### src/rtl/arith_encoder_stream_checker_pkg.sv
// Shared types for the arithmetic encoder stream checker.
//   chk_state_e  : checker run state
//   tail_entry_t : one delay-line entry {valid, range, low}. Fields are sized to
//                  ENTRY_MAX_W and zero-extended, so one type serves every
//                  RANGE_WIDTH/LOW_WIDTH build (both must be <= ENTRY_MAX_W).
//   sat_inc      : increment that sticks at all-ones for a given counter width
package arith_chk_pkg;

    typedef enum logic [2:0] {IDLE, RUN, DRAIN, DONE, HALT} chk_state_e;

    localparam int ENTRY_MAX_W = 64;

    typedef struct packed {
        logic                   valid;
        logic [ENTRY_MAX_W-1:0] range;
        logic [ENTRY_MAX_W-1:0] low;
    } tail_entry_t;

    function automatic logic [63:0] sat_inc(input logic [63:0] v, input int unsigned w);
        logic [63:0] top;
        top = (w >= 64) ? '1 : ((64'd1 << w) - 64'd1);
        return (v >= top) ? top : v + 64'd1;
    endfunction

endpackage

### src/rtl/arith_encoder_stream_checker_delay_line.sv
// LATENCY-deep shift register of tail entries, advancing every cycle.
//   general_clk, reset : clock, synchronous active-high reset (clears valid bits)
//   flush              : clear every valid bit on this edge, incoming entry included
//   push               : entry entering stage 0
//   tail               : oldest entry, pushed exactly LATENCY cycles earlier
module arith_chk_delay_line
    import arith_chk_pkg::*;
#(
    parameter int LATENCY = 3
) (
    input  logic        general_clk,
    input  logic        reset,
    input  logic        flush,
    input  tail_entry_t push,
    output tail_entry_t tail
);

    tail_entry_t stage_q [LATENCY];
    tail_entry_t stage_d [LATENCY];

    always_comb begin
        stage_d[0] = push;
        for (int i = 1; i < LATENCY; i++) stage_d[i] = stage_q[i-1];
        if (flush) begin
            for (int i = 0; i < LATENCY; i++) stage_d[i].valid = 1'b0;
        end
    end

    // Only valid bits need a reset value; payload is ignored while invalid.
    always_ff @(posedge general_clk) begin
        for (int i = 0; i < LATENCY; i++) begin
            if (reset) stage_q[i].valid <= 1'b0;
            else       stage_q[i]       <= stage_d[i];
        end
    end

    assign tail = stage_q[LATENCY-1];

endmodule

### config.mk
export PLATFORM = sky130hd
export DESIGN_NAME = arith_chk_delay_line
export DESIGN_NICKNAME = d
export VERILOG_FILES = /design/src/rtl/arith_encoder_stream_checker_pkg.sv /design/src/rtl/arith_encoder_stream_checker_delay_line.sv
export SDC_FILE = /design/constraint.sdc
export NUM_CORES = 1
export LEC_CHECK = 0
export BUFFER_PORTS_ARGS = -buffer_cell sky130_fd_sc_hd__buf_2
export CAP_MARGIN = 0
export CORE_ASPECT_RATIO = 0.5
export CORE_MARGIN = 2
export CORE_UTILIZATION = 55
export CTS_BUF_LIST = sky130_fd_sc_hd__clkbuf_16
export DETAILED_ROUTE_END_ITERATION = 8
export PLACE_DENSITY = 0.83
export SYNTH_ARGS = -nofsm -noshare
export SYNTH_HDL_FRONTEND = slang
export SYNTH_SLANG_ARGS = --single-unit
### constraint.sdc
create_clock -name general_clk -period 19.75 [get_ports general_clk]
set_input_delay 2.9625 -clock general_clk [delete_from_list [all_inputs] [get_ports general_clk]]
set_output_delay 2.9625 -clock general_clk [all_outputs]
set_load 0.02 [all_outputs]
==> results.ini <==
[run_status]
status=finished clean

[route]
wl_per_cell_um=17.5
via_per_inst=4.73
drc=0
first_iter_violations=357
ant_nets=0
vias=4649
wl_um=17200
drtPass1Iterations=4

[synthesis]
ys_types=4
synth_seq_area_share=0.998
yosysTopAreaCellShare=0.993
yosysTopAreaCell=edfxtp_1
synthCells=391
synth_seq_cells=387
ys.warnings.count=0
syn_nets=523
avgSynthCellArea_um2=29.7
syn-cell-area_mm2=0.0116
netlist_top_cells_area=edfxtp_1, dfxtp_1, nor3b_1, inv_1

[power]
p_per_area_mw_per_mm2=115
ir_drop_mv=0.0747
power_leakage_nw=5.34
total_power_mw=1.64

[clock_network]
clk_path_buf_depth=3
hold_buffers=0
clock_latency_ps=550
numCtsBuffers=31
cts_tree=built
ctsResizeCount=0
cts_max_level=1
path_clk_slew_ps=70
post-cts-setup-buffer-count=0
cts_sinks=387
root_buffer=clkbuf_16

[final_layout]
area_growth_pct=22.9
largest_reg_flops=387
multi_input_area_um2=22.5
most-common-layout-cells=edfxtp_1, buf_2, clkbuf_16
mostFrequentLayoutCell=edfxtp_1
final-seq-area_mm2=0.0116
largestRegisters=stage_q x387
drive_above_1_share=0.433
instances_no_fill=983
fill_cells=1248
top_register=stage_q
num-nets-final=819

[grt]
grt_pass1_wl_um=24500
track_usage=0.149
grt_max_degree=158
antenna_found_initial=1
grt_pass1_vias=4508
grt.overflow.total=0

[sta]
period_share=0.269
relSlewSlack=0.307
setup_viol=0
fin_tns_setup_ps=0
final_hold_viol_count=0
period_needed_ps=5310
clock_skew_ps=9.94
clock.fmax_mhz=188
rsz0062_at_grt=no
slew_viol_final=0
worst_slew_pin_slew_ps=1040

[run]
drv_cap=0

[placed_design]
port-buffer-count=260
placed_cells=927
dp_hpwl_um=11000
gp_congestion=0.754

[die]
core_area_mm2=0.0206
die-area_mm2=0.0224
die_w_um=210
pin_count=261
initial_utilization=0.563
fp-row-count=37
die_h_um=107

[critical_path]
critical_path_required_ps=19930
cp-end-kind=flop
setup.worst_path.class=input pin to flop
startpoint_type=input pin
cp_max_fo=157
critPathArrivalTime_ps=5490

[worst_hold_path]
hold_class=flop to flop

==> power breakdown <==
part,switching (mW),internal [mW]
clock,0.259,0.336
combinational,0.0455,0.0197
sequential,0.0138,0.970
total,0.318,1.33
==> final timing paths <==
kind,from,cells past startpoint,slack (ps),end
worst max-delay path,reset,4,14440,stage_q[2][57]
worst min-delay path,stage_q[0][77],0,410,stage_q[1][77]
worst max register to register,stage_q[0][16],0,19090,stage_q[1][16]
worst min register to register,stage_q[0][77],0,410,stage_q[1][77]
==> kinds of logic after synthesis <==
kind of cell           count (synthesis)  share of synthesized area
AND/OR/NAND/NOR                        3                    0.00194
buffers and inverters                  1                   0.000323
flip-flops                           387                      0.998
==> cell usage after synthesis, drive strengths merged <==
cell type / instances
inv: 1
edfxtp: 384
nor3b: 3
dfxtp: 3
==> cell type report <==
class	instances	share of cell area
well taps	273	0.0239
inverters	1	0.000789
repair buffers	263	0.0927
multi-input cells	3	0.00158
flip-flops and latches	387	0.812
diodes	1	0.000175
clock inverters	24	0.0147
clock buffers	31	0.0543
==> metrics by stage <==
step            util  cell area (um2)  setup WS, ps  hold slack (ps)
6_report       0.692            14300         14440              408
3_3_place_gp   0.644            13300         13960              400
3_5_place_dp   0.644            13300         13840              405
2_1_floorplan      -            11600          8670              400
4_1_cts        0.691            14300         14440              417
5_1_grt        0.692            14300         14200              422
==> worst max-delay path, stage by stage <==
cell,delay [ps]
buf_2,150
inv_8,690
buf_4,820
buf_4,750
==> metal layers <==
metal,up-vias,global-route usage,share of wire
met4,0,0.0502,0.024
met1,2304,0.184,0.39
met3,33,0.0428,0.057
met2,123,0.258,0.53
met5,-,0,0
li1,2189,-,-
Power figures use the tool's default switching activity.
